[config.mk]
export PLATFORM = sky130hd
export DESIGN_NAME = dnn_accel_imem_loader
export DESIGN_NICKNAME = d
export VERILOG_FILES = /design/src/rtl/dnn_accel_pkg.sv /design/src/rtl/dnn_accel_sync_fifo.sv /design/src/rtl/dnn_accel_imem_loader.sv
export SDC_FILE = /design/constraint.sdc
export NUM_CORES = 1
export LEC_CHECK = 0
export CORE_UTILIZATION = 50
export DETAILED_ROUTE_END_ITERATION = 10
export GPL_TIMING_DRIVEN = 0
export PLACE_DENSITY_LB_ADDON = 0.08
export SLEW_MARGIN = 20
export SYNTH_ARGS = -nofsm -noshare
export SYNTH_HDL_FRONTEND = slang
export SYNTH_HIERARCHICAL = 1
export SYNTH_SLANG_ARGS = --single-unit
[constraint.sdc]
create_clock -name clk -period 3 [get_ports clk]
set_input_delay 0.45 -clock clk [delete_from_list [all_inputs] [get_ports clk]]
set_output_delay 0.45 -clock clk [all_outputs]
set_load 0.02 [all_outputs]
[src/rtl/dnn_accel_pkg.sv]
// ============================================================
// Package : dnn_accel_pkg
// Brief   : Shared CSR map, CTRL bit positions and loader state encoding.
// Rev     : 1.0
// ============================================================
`default_nettype none

package dnn_accel_pkg;

  localparam logic [1:0] CSR_SRC  = 2'd0;
  localparam logic [1:0] CSR_DST  = 2'd1;
  localparam logic [1:0] CSR_LEN  = 2'd2;
  localparam logic [1:0] CSR_CTRL = 2'd3;

  localparam int CTRL_START      = 0;
  localparam int CTRL_IRQ_EN     = 1;
  localparam int CTRL_CLEAR_DONE = 2;

  typedef enum logic [1:0] {
    IDLE  = 2'd0,
    ISSUE = 2'd1,
    DRAIN = 2'd2
  } state_t;

endpackage

`default_nettype wire

[src/rtl/dnn_accel_sync_fifo.sv]
// ============================================================
// Module : dnn_accel_sync_fifo
// Brief  : Fall-through synchronous FIFO with same-cycle push and pop.
// Rev    : 1.0
// ============================================================
`default_nettype none

module dnn_accel_sync_fifo #(
  parameter int WIDTH = 32,
  parameter int DEPTH = 4
) (
  input  logic                     clk,
  input  logic                     rst,
  input  logic                     push,
  input  logic [WIDTH-1:0]         push_data,
  input  logic                     pop,
  output logic [WIDTH-1:0]         pop_data,
  output logic                     full,
  output logic                     empty,
  output logic [$clog2(DEPTH):0]   count
);

  localparam int AW = $clog2(DEPTH);
  localparam int CW = AW + 1;

  logic [WIDTH-1:0] r_mem [DEPTH];
  logic [AW-1:0]    r_wr_ptr;
  logic [AW-1:0]    r_rd_ptr;
  logic [CW-1:0]    r_count;
  logic             w_do_push;
  logic             w_do_pop;

  assign full      = (r_count == CW'(DEPTH));
  assign empty     = (r_count == '0);
  assign count     = r_count;
  assign pop_data  = r_mem[r_rd_ptr];
  // A pop in the same cycle frees the slot a push into a full FIFO needs.
  assign w_do_pop  = pop && !empty;
  assign w_do_push = push && (!full || w_do_pop);

  always_ff @(posedge clk) begin
    if (w_do_push) begin
      r_mem[r_wr_ptr] <= push_data;
    end
  end

  always_ff @(posedge clk) begin
    if (rst) begin
      r_wr_ptr <= '0;
      r_rd_ptr <= '0;
      r_count  <= '0;
    end else begin
      if (w_do_push) r_wr_ptr <= r_wr_ptr + AW'(1);
      if (w_do_pop)  r_rd_ptr <= r_rd_ptr + AW'(1);
      case ({w_do_push, w_do_pop})
        2'b10:   r_count <= r_count + CW'(1);
        2'b01:   r_count <= r_count - CW'(1);
        default: r_count <= r_count;
      endcase
    end
  end

  overflow_chk: assert property (@(posedge clk) disable iff (rst) !(push && full && !pop));

endmodule

`default_nettype wire

[src/rtl/dnn_accel_imem_loader.sv]
// ============================================================
// Module : dnn_accel_imem_loader
// Brief  : Avalon-MM read master copying a word stream into the instruction SRAM.
// Rev    : 1.0
// ============================================================
`default_nettype none

module dnn_accel_imem_loader
  import dnn_accel_pkg::*;
#(
  parameter int FIFO_DEPTH = 4,
  parameter int DST_AW     = 13,
  parameter int LEN_W      = 14
) (
  input  logic              clk,
  input  logic              reset,
  input  logic [1:0]        csr_address,
  input  logic              csr_read,
  input  logic              csr_write,
  input  logic [31:0]       csr_writedata,
  output logic [31:0]       csr_readdata,
  output logic              irq,
  output logic [31:0]       rd_address,
  output logic              rd_read,
  input  logic              rd_waitrequest,
  input  logic [31:0]       rd_readdata,
  input  logic              rd_readdatavalid,
  output logic [DST_AW-1:0] sram_address,
  output logic              sram_chipselect,
  output logic              sram_write,
  output logic [31:0]       sram_writedata,
  output logic [3:0]        sram_byteenable,
  output logic              sram_clken
);

  localparam int CNT_W = $clog2(FIFO_DEPTH) + 1;

  state_t            r_state;
  state_t            w_state_next;
  logic [31:0]       r_src;
  logic [DST_AW-1:0] r_dst;
  logic [LEN_W-1:0]  r_len;
  logic              r_irq_en;
  logic              r_done;
  logic              r_irq;
  logic [31:0]       r_readdata;
  logic [31:0]       r_rd_addr;
  logic [DST_AW-1:0] r_wr_addr;
  logic [LEN_W-1:0]  r_work_len;
  logic [LEN_W-1:0]  r_issued;
  logic [LEN_W-1:0]  r_written;
  logic [CNT_W-1:0]  r_outstanding;

  logic [CNT_W-1:0]  w_fifo_count;
  logic [31:0]       w_fifo_head;
  logic              w_fifo_full;
  logic              w_fifo_empty;
  logic              w_rvalid;
  logic              w_push;
  logic              w_pop;
  logic              w_accept;
  logic              w_busy;
  logic [CNT_W:0]    w_credit;
  logic              w_ctrl_wr;
  logic              w_start;
  logic              w_finish;
  logic              w_done_next;
  logic              w_irq_en_next;

  assign w_ctrl_wr = csr_write && (csr_address == CSR_CTRL);
  assign w_start   = w_ctrl_wr && csr_writedata[CTRL_START] && (r_state == IDLE);
  assign w_finish  = (r_state == DRAIN) && (r_written == r_work_len) && w_fifo_empty;

  always_comb begin
    w_irq_en_next = w_ctrl_wr ? csr_writedata[CTRL_IRQ_EN] : r_irq_en;
    w_done_next   = r_done;
    if (w_ctrl_wr && csr_writedata[CTRL_CLEAR_DONE]) w_done_next = 1'b0;
    // A zero-length start completes on the spot without touching either bus.
    if (w_start)  w_done_next = (r_len == '0);
    if (w_finish) w_done_next = 1'b1;
  end

  always_ff @(posedge clk) begin
    if (reset) r_state <= IDLE;
    else       r_state <= w_state_next;
  end

  always_comb begin
    w_state_next = r_state;
    case (r_state)
      IDLE:    if (w_start && (r_len != '0)) w_state_next = ISSUE;
      ISSUE:   if (r_issued == r_work_len)   w_state_next = DRAIN;
      DRAIN:   if (w_finish)                 w_state_next = IDLE;
      default: w_state_next = IDLE;
    endcase
  end

  // Credit covers both in-flight reads and buffered words, so the sum only
  // falls while a request stalls and rd_read stays asserted until accepted.
  always_comb begin
    w_busy          = (r_state != IDLE);
    w_credit        = (CNT_W+1)'(r_outstanding) + (CNT_W+1)'(w_fifo_count);
    rd_read         = (r_state == ISSUE) && (r_issued < r_work_len) &&
                      (w_credit < (CNT_W+1)'(FIFO_DEPTH));
    w_accept        = rd_read && !rd_waitrequest;
    w_rvalid        = rd_readdatavalid && w_busy;
    w_pop           = w_busy && !w_fifo_empty;
    w_push          = w_rvalid && (!w_fifo_full || w_pop);
    sram_write      = w_pop;
    sram_chipselect = w_pop;
    sram_writedata  = w_pop ? w_fifo_head : 32'd0;
  end

  always_ff @(posedge clk) begin
    if (reset) begin
      r_src         <= '0;
      r_dst         <= '0;
      r_len         <= '0;
      r_irq_en      <= 1'b0;
      r_done        <= 1'b0;
      r_irq         <= 1'b0;
      r_readdata    <= '0;
      r_rd_addr     <= '0;
      r_wr_addr     <= '0;
      r_work_len    <= '0;
      r_issued      <= '0;
      r_written     <= '0;
      r_outstanding <= '0;
    end else begin
      if (csr_write && !w_busy) begin
        case (csr_address)
          CSR_SRC: r_src <= {csr_writedata[31:2], 2'b00};
          CSR_DST: r_dst <= csr_writedata[DST_AW-1:0];
          CSR_LEN: r_len <= csr_writedata[LEN_W-1:0];
          default: ;
        endcase
      end
      r_done   <= w_done_next;
      r_irq_en <= w_irq_en_next;
      r_irq    <= w_done_next & w_irq_en_next;

      if (w_start) begin
        r_rd_addr     <= r_src;
        r_wr_addr     <= r_dst;
        r_work_len    <= r_len;
        r_issued      <= '0;
        r_written     <= '0;
        r_outstanding <= '0;
      end else begin
        if (w_accept) begin
          r_rd_addr <= r_rd_addr + 32'd4;
          r_issued  <= r_issued + LEN_W'(1);
        end
        if (w_pop) begin
          r_wr_addr <= r_wr_addr + DST_AW'(1);
          r_written <= r_written + LEN_W'(1);
        end
        case ({w_accept, w_rvalid})
          2'b10:   r_outstanding <= r_outstanding + CNT_W'(1);
          2'b01:   r_outstanding <= r_outstanding - CNT_W'(1);
          default: r_outstanding <= r_outstanding;
        endcase
      end

      if (csr_read) begin
        case (csr_address)
          CSR_SRC: r_readdata <= r_src;
          CSR_DST: r_readdata <= 32'(r_dst);
          CSR_LEN: r_readdata <= 32'(r_len);
          default: r_readdata <= {29'b0, r_irq_en, r_done, w_busy};
        endcase
      end
    end
  end

  dnn_accel_sync_fifo #(
    .WIDTH (32),
    .DEPTH (FIFO_DEPTH)
  ) u_fifo (
    .clk       (clk),
    .rst       (reset),
    .push      (w_push),
    .push_data (rd_readdata),
    .pop       (w_pop),
    .pop_data  (w_fifo_head),
    .full      (w_fifo_full),
    .empty     (w_fifo_empty),
    .count     (w_fifo_count)
  );

  overflow_chk: assert property (@(posedge clk) disable iff (reset)
                                 !(w_rvalid && w_fifo_full && !w_pop));

  assign csr_readdata    = r_readdata;
  assign irq             = r_irq;
  assign rd_address      = r_rd_addr;
  assign sram_address    = r_wr_addr;
  assign sram_byteenable = 4'hF;
  assign sram_clken      = 1'b1;

endmodule

`default_nettype wire

=== Word-level counts from Yosys, hierarchy flattened ===
Memories as Yosys holds them, arrays and structs flattened. A register that Yosys moved wholly into a read port is not among the register bits.
Index checks and enable logic that the tools add are counted.

* Flip-flop bits (word level): 191
* Memory bits (writable): 128
* Output and inout port bits: 118
* Logic and storage cells: 104
* Memories: 1

* Add/sub/neg operators: 11
* $lt $le $gt $ge: 2
* Equal/unequal tests: 15
* Muxes and demuxes: 20
* Bitwise logic cells: 1
* Reductions and logical operators: 37

{| class="wikitable"
|+ Memory list
! memory !! words !! width !! read ports !! clocked after Yosys merged registers in !! wr ports !! RTL line !! source
|-
| u_fifo.r_mem || 4 || 32 || 1 || 1 || 1 || dnn_accel_sync_fifo.sv:26 || <nowiki>logic [WIDTH-1:0] r_mem [DEPTH];</nowiki>
|}

{| class="wikitable"
|+ Operators by type and width
! operator !! number
|-
| 2-to-1 mux 32 bit || 3
|-
| case mux 32 bit (3 select lines) || 1
|-
| adder 32 x 3 -> 32 bit, second input constant || 1
|-
| adder 14 x 1 -> 14 bit, second input constant || 2
|-
| equality test 14 bit || 2
|-
| 2-to-1 mux 13 bit || 2
|-
| logical AND 1 bit || 16
|-
| zero test 14 bit || 1
|-
| less-than comparator 14 bit || 1
|-
| nonzero test 14 bit || 1
|-
| adder 13 x 1 -> 13 bit, second input constant || 1
|-
| case mux 3 bit (2 select lines) || 2
|-
| equality test 2 bit, second input constant || 5
|-
| 2-to-1 mux 2 bit || 5
|-
| nonzero test 2 bit || 5
|-
| equality test 2 x 1 -> 1 bit, second input constant || 4
|-
| adder 3 x 1 -> 3 bit, second input constant || 2
|-
| 2-to-1 mux 1 bit || 6
|-
| case mux 2 bit (3 select lines) || 1
|-
| AND reduction 2 bit || 3
|-
| subtractor 3 x 1 -> 3 bit, second input constant || 2
|-
| adder 2 x 1 -> 2 bit, second input constant || 2
|-
| adder 3 x 3 -> 4 bit || 1
|-
| zero test 1 bit || 4
|-
| other kinds (10) || 13
|}

=== Logic depth before layout (Yosys ltp) ===
* Depth in word-level cells: 8
* Gate-level depth with buffers: 17
* Gate-level depth less buffers: 14

=== Hierarchy ===
Netlist, hierarchy kept.

{| class="wikitable"
|+ By module, submodules not included
! module !! instances !! cells an instance !! area an instance (um^2) !! seq. area each (um^2)
|-
| dnn_accel_imem_loader || 1 || 1133 || 8849.7 || 3643.5
|-
| dnn_accel_sync_fifo || 1 || 221 || 5146.2 || 4023.9
|}

=== Least setup slack after synthesis ===
Ideal clock, no wire load.

* Kind: flip-flop to flip-flop
* Start point: register r_work_len[13]
* End point: register r_outstanding[2]
* Library setup time: 0.128 ns
* Arrival time: 3.011 ns
* Data required time: 2.872 ns
* Setup slack: -0.138 ns
* Cell stages (with the launch flop): 17
* Path buffers: 2
* Clock period less this slack: 3.138 ns
* Path through: dfxtp_1 > inv_1 > ha_1 > and4_1 > nand2_1 > a31oi_1 > nor2_4 > inv_2 > buf_6 > buf_2 > ha_1 > inv_1 > fa_1 > xor2_1 > nor2_1 > xnor2_1 > nor2_1

* Longest elaborated chain between the ends: 6

{| class="wikitable"
|+ Ends and longest elaborated chain
! what !! RTL line !! source
|-
| start: declaration || dnn_accel_imem_loader.sv:49 || <nowiki>logic [LEN_W-1:0] r_work_len;</nowiki>
|-
| start signal: assignment || dnn_accel_imem_loader.sv:145 || <nowiki>r_work_len <= r_len;</nowiki>
|-
| less-than comparator 14 bit (*) || dnn_accel_imem_loader.sv:103 || <nowiki>rd_read = (r_state == ISSUE) && (r_issued < r_work_len) &&</nowiki>
|-
| logical AND 1 bit (*) (2 in series) || dnn_accel_imem_loader.sv:103 ||
|-
| logical AND 1 bit (*) || dnn_accel_imem_loader.sv:105 || <nowiki>w_accept = rd_read && !rd_waitrequest;</nowiki>
|-
| equality test 2 x 1 -> 1 bit / equality test 2 bit (equally long branches) || dnn_accel_imem_loader.sv:158 || <nowiki>case ({w_accept, w_rvalid})</nowiki>
|-
| case mux 3 bit (2 select lines) / nonzero test 2 bit (equally long branches) || n/a ||
|-
| end signal: assignment || dnn_accel_imem_loader.sv:159 || <nowiki>2'b10: r_outstanding <= r_outstanding + CNT_W'(1);</nowiki>
|-
| end signal: assignment || dnn_accel_imem_loader.sv:160 || <nowiki>2'b01: r_outstanding <= r_outstanding - CNT_W'(1);</nowiki>
|-
| end signal: assignment || dnn_accel_imem_loader.sv:161 || <nowiki>default: r_outstanding <= r_outstanding;</nowiki>
|-
| end: declaration || dnn_accel_imem_loader.sv:52 || <nowiki>logic [CNT_W-1:0] r_outstanding;</nowiki>
|}

Every way passes the cells marked *; elsewhere a longest branch is shown, timed or not.
A chain may end at the register's enable or synchronous reset.

=== Worst setup path in the final report ===
* Start point: register u_fifo.r_count[0], in the netlist u_fifo/count[0]
* End point: output sram_writedata[28]

* Longest elaborated chain between the ends: 4

{| class="wikitable"
|+ Ends and longest elaborated chain
! what !! RTL line !! source
|-
| start: declaration || dnn_accel_sync_fifo.sv:29 || <nowiki>logic [CW-1:0] r_count;</nowiki>
|-
| start signal: assignment || dnn_accel_sync_fifo.sv:56 || <nowiki>2'b10: r_count <= r_count + CW'(1);</nowiki>
|-
| start signal: assignment || dnn_accel_sync_fifo.sv:57 || <nowiki>2'b01: r_count <= r_count - CW'(1);</nowiki>
|-
| start signal: assignment || dnn_accel_sync_fifo.sv:58 || <nowiki>default: r_count <= r_count;</nowiki>
|-
| zero test 3 bit || dnn_accel_sync_fifo.sv:34 || <nowiki>assign empty = (r_count == '0);</nowiki>
|-
| net w_fifo_empty || dnn_accel_imem_loader.sv:57 || <nowiki>logic w_fifo_empty;</nowiki>
|-
| zero test 1 bit || dnn_accel_imem_loader.sv:107 || <nowiki>w_pop = w_busy && !w_fifo_empty;</nowiki>
|-
| logical AND 1 bit || dnn_accel_imem_loader.sv:107 ||
|-
| 2-to-1 mux 32 bit || dnn_accel_imem_loader.sv:111 || <nowiki>sram_writedata = w_pop ? w_fifo_head : 32'd0;</nowiki>
|-
| end: declaration || dnn_accel_imem_loader.sv:31 || <nowiki>output logic [31:0] sram_writedata,</nowiki>
|}

The timed path passes the listed nets, and every way through them passes these cells.

==> results list <==
* Total routed wirelength: 38.6 mm
* Synthesized instance count: 1354
* Via count of the first global-routing pass: approximately 10000
- After clock tree synthesis, the clock-pin slew on the worst setup and hold paths is 0.06 ns.
* Maximum clock skew at final layout: about 0.015 ns
* Beginning of the worst hold path: r_src[9]
* CTS hold repair buffers: 0
* Count of distinct cell types in the synthesized netlist: 68
* Filler Cells Inserted: 2256
- After the first detailed-routing iteration, the DRC count stood at 1028.
- For this design the static power due to leakage is 6.25 nW.
- Cells along the critical path: nor3_4, or2_2, inv_4, clkbuf_8, and2_1, clkdlybuf4s50_1
- 190 I/O pins were placed.
- The worst-case IR drop observed on VDD is 0.626 mV.
- Post-layout net count: 1679
- Wire length of the first global-routing pass: 58.5 mm
- Routed length per instance: roughly 20 microns
- TritonCTS built the clock tree.
- Critical R2R Capture: r_outstanding[2]
- Number of core rows: 60
- The clock tree synthesis step divided the H-tree into 2 levels.
- Total of buffers placed on input and output ports: 179
- Worst slew margin relative to its limit: 36.8%
- Largest incremental delay on the critical path: between 0.6 and 0.7 ns
- Reg2reg start: r_work_len[9]
- Die Span X: ~170 microns
* Number of diodes: 0
* Number of buffers between clock root and the deepest sink: 3
* Maximum number of pins on one net before global-route repair: 33
* GRT Util Overall: 26.6%
- Initial antenna violation count: 0
- Post-Syn Area: approximately 14000 sq um
* Number of enable flip-flop cells after synthesis: 128
* Count of yosys warnings during synthesis: 6
- The cell sitting at the root of the clock tree is a clkbuf_16.
- The detail route stage leaves a number of antenna-violating nets equal to 0.
- Setup repair after global routing could not meet its margin everywhere.
- Final instance area: 17600 sq um
* DRC: 0
- In this run the power density over the cells is 535 nW/um^2.
* CP Max Fanout: 14
- Setup crit end kind: output pin
- Counting cells, the worst reg-to-reg path comes to 16.
- Counting every sink on the clock net gives 319.
- STA puts the critical path data arrival time at 2.48 ns.
- The tool flagged a number of max-cap violations equal to 0.
- TritonRoute pass-1 iters: 6
* Die area: 28700 sq um
- Number of endpoints with negative hold slack in the final report: 0
- Placed standard-cell area: 16300 sq um
- The critical path is of the flop to output pin type.
- Derived from the worst setup path, the maximum achievable clock frequency is between 300 and 400 MHz.
- Final setup fails: 0
- Fraction of final layout cells sized beyond drive strength 1: 11.1%
- The routed design could run at a clock period as short as 2.93 ns.
- The largest individual stage delay along the critical path comes from the cell clkdlybuf4s50_1.
* Required time of the worst setup path: 2.55 ns
* Synthesized area divided by synthesized cell count: between 10 and 15 sq um
- Cell family with the largest share of critical-path delay: buffers and inverters
- Initial cell density of the core: 51.5%
- The number of buffers and inverters on the critical path is 3.
- At the end of routability-driven placement, the weighted congestion stood at 0.916.
- Height of the chip: 169 microns
* Final Max Slew Viols: 0
- Worst-Margin Slew: 0.948 ns
- Worst hold stages: 2
- Share of synthesized flip-flops with an asynchronous set or reset: 0%
- Number of vias per cell after detailed routing: roughly 5.6
- Inserted Clock Buffers: 36
- STA classifies the critical path startpoint as a flop.
* GR Overflow Total: 0
- Relative area change from synthesis to final layout: 26.0%
- Counting flops and latches in the post-synthesis netlist gives between 300 and 400.
- Proportion of synthesized chip area in sequential cells: 54.8%
- Across all layers, the routed design uses 11100 vias.
- The flow ran to the end, and the final reports show no timing, DRC or antenna violations.
* HPWL Detailed: approximately 27 mm
* Worst reg-to-reg setup slack: ~0.090 ns
- The tightest min-delay check is of the flop to flop type.
- Worst Hold End: r_src[9]
- CORE AREA: 27200 sq um
- Ys flop type: dfxtp_1
- End-of-flow core utilization: 64.9%
- Clock latency on the worst-skew pair: 0.51 ns
- Period utilisation layout: 97.8%
## state kept, by name, indices dropped and copies added, names as in the netlist, named ones only
| name | cells |
|---|---|
| r_issued | 14 |
| irq | 1 |
| r_state | 2 |
| r_dst | 13 |
| r_len | 14 |
| r_outstanding | 3 |
| u_fifo/r_rd_ptr | 2 |
| r_written | 14 |
| r_src | 30 |
| r_work_len | 14 |
| csr_readdata | 32 |
| u_fifo/r_wr_ptr | 2 |
| u_fifo/r_mem | 128 |
| sram_address | 13 |
| r_done | 1 |
| rd_address | 30 |
| u_fifo/count | 3 |
| r_irq_en | 1 |
## tightest hold or removal path: stages, from the launching register on
cell     delay (ns)
dfxtp_1        0.32
nand2_1        0.06
a21oi_1        0.05
## cell families after synthesis
logic type / after synthesis / share of synthesized area [%]
XOR/XNOR: 39 / 2.44
multiplexers: 53 / 6.79
adder cells (fa/ha/maj): 28 / 2.61
other: 2 / 0.0537
buffers and inverters: 124 / 4.12
AO/OA/AOI/OAI: 255 / 11.0
AND/OR/NAND/NOR: 534 / 18.2
flip-flops: 319 / 54.8
## synth_stat cells (6+ instances only)
library cell,instances,area (sq um)
ha_1,26,325
a21oi_1,141,706
mux4_2,33,743
nand2_1,211,792
clkbuf_1,58,218
xor2_1,17,149
buf_1,6,22.5
mux2i_1,18,180
or4_1,11,82.6
nand4_1,20,125
a31oi_1,16,100
nor2_1,111,417
and4_1,10,87.6
a221oi_1,6,52.6
or3_1,10,62.6
buf_2,8,40.0
nor3_1,16,80.1
dfxtp_1,191,3820
a22oi_1,14,105
nor4_1,9,56.3
o21ai_0,25,125
xnor2_1,22,193
o22ai_1,7,43.8
and2_1,38,238
nand3_1,32,160
inv_1,36,135
buf_4,8,60.1
and3_1,22,138
nor2b_1,24,150
a211oi_1,13,97.6
edfxtp_1,128,3840
## through the flow
step                      setup TNS (ns)  power (W)  instances  hold slack [ns]  setup slack, ns
after CTS                              0    0.00950       1975            0.474          0.00212
after global routing             -0.0573    0.00971       1978            0.500          -0.0573
after detailed placement          -82.33    0.00518       1910            0.466           -0.813
final                                  0    0.00944       1978            0.476           0.0667
after floorplan                        0    0.00492       1359            0.446           0.0181
after global placement            -77.25    0.00517       1910            0.464           -0.771
## routing by layer
| layer | vias to the layer above | part of all wire [%] | GRT usage (%) | routed length, microns |
|---|---|---|---|---|
| li1 | 5292 | - | - | - |
| met1 | 5299 | 43 | 35.9 | 16500 |
| met2 | 414 | 46 | 42.9 | 17900 |
| met3 | 85 | 7.3 | 5.34 | 2820 |
| met4 | 0 | 3.4 | 9.09 | 1310 |
| met5 | - | 0 | 0 | 0 |
## layout by cell type (no fill, tap or decap), types with 15 or more instances in the layout
cell type,Yosys,routed
clkbuf_16,0,37
a31oi_1,16,15
a21oi_1,141,137
nor2b_1,24,24
nand2_1,211,210
edfxtp_1,128,128
nand3_1,32,32
o21ai_0,25,24
ha_1,26,24
nor3_1,16,15
and3_1,22,22
mux2i_1,18,18
xnor2_1,22,22
clkdlybuf4s50_1,0,151
inv_1,36,36
mux4_2,33,33
nor2_1,111,110
dfxtp_1,191,175
and2_1,38,38
dlygate4sd2_1,0,16
nand4_1,20,20
xor2_1,17,17
clkbuf_1,58,56
## power breakdown
part           switching [W]  leakage [nW]  internal, W  total [W]
combinational       0.000294          2.97     0.000201   0.000495
clock                0.00175         0.579      0.00259    0.00434
sequential         0.0000477          2.70      0.00456    0.00461
total                0.00209          6.25      0.00735    0.00944
## final cells by class
class | instances | area [sq um] | share of cell area [%]
sequential | 319 | 7690 | 43.6
multi-input combinational | 916 | 5870 | 33.3
timing repair buffer | 185 | 1840 | 10.4
clock buffer | 52 | 1040 | 5.87
tap | 372 | 465 | 2.64
buffer | 83 | 463 | 2.62
inverter | 38 | 145 | 0.823
clock inverter | 13 | 133 | 0.752
## what timing repair did
| item | CTS | global route |
|---|---|---|
| buffers inserted | 3 | 3 |
| pin swaps | 3 | 6 |
| gates resized for setup | 48 | 40 |
| setup endpoints to repair | 209 | 73 |
## how the worst max path moves through the flow
stage	from	end	slack, ns	cells past startpoint
detailed placement	r_work_len[11]	r_outstanding[2]	-0.81	16
floorplan	r_work_len[13]	r_outstanding[2]	0.02	16
global placement	r_work_len[11]	r_outstanding[2]	-0.77	16
CTS	u_fifo/count[0]	sram_writedata[10]	0.002	6
global route	r_work_len[9]	r_outstanding[2]	-0.06	16
finish	u_fifo/count[0]	sram_writedata[28]	0.07	6
No activity file was read; power rests on OpenSTA's default activity.
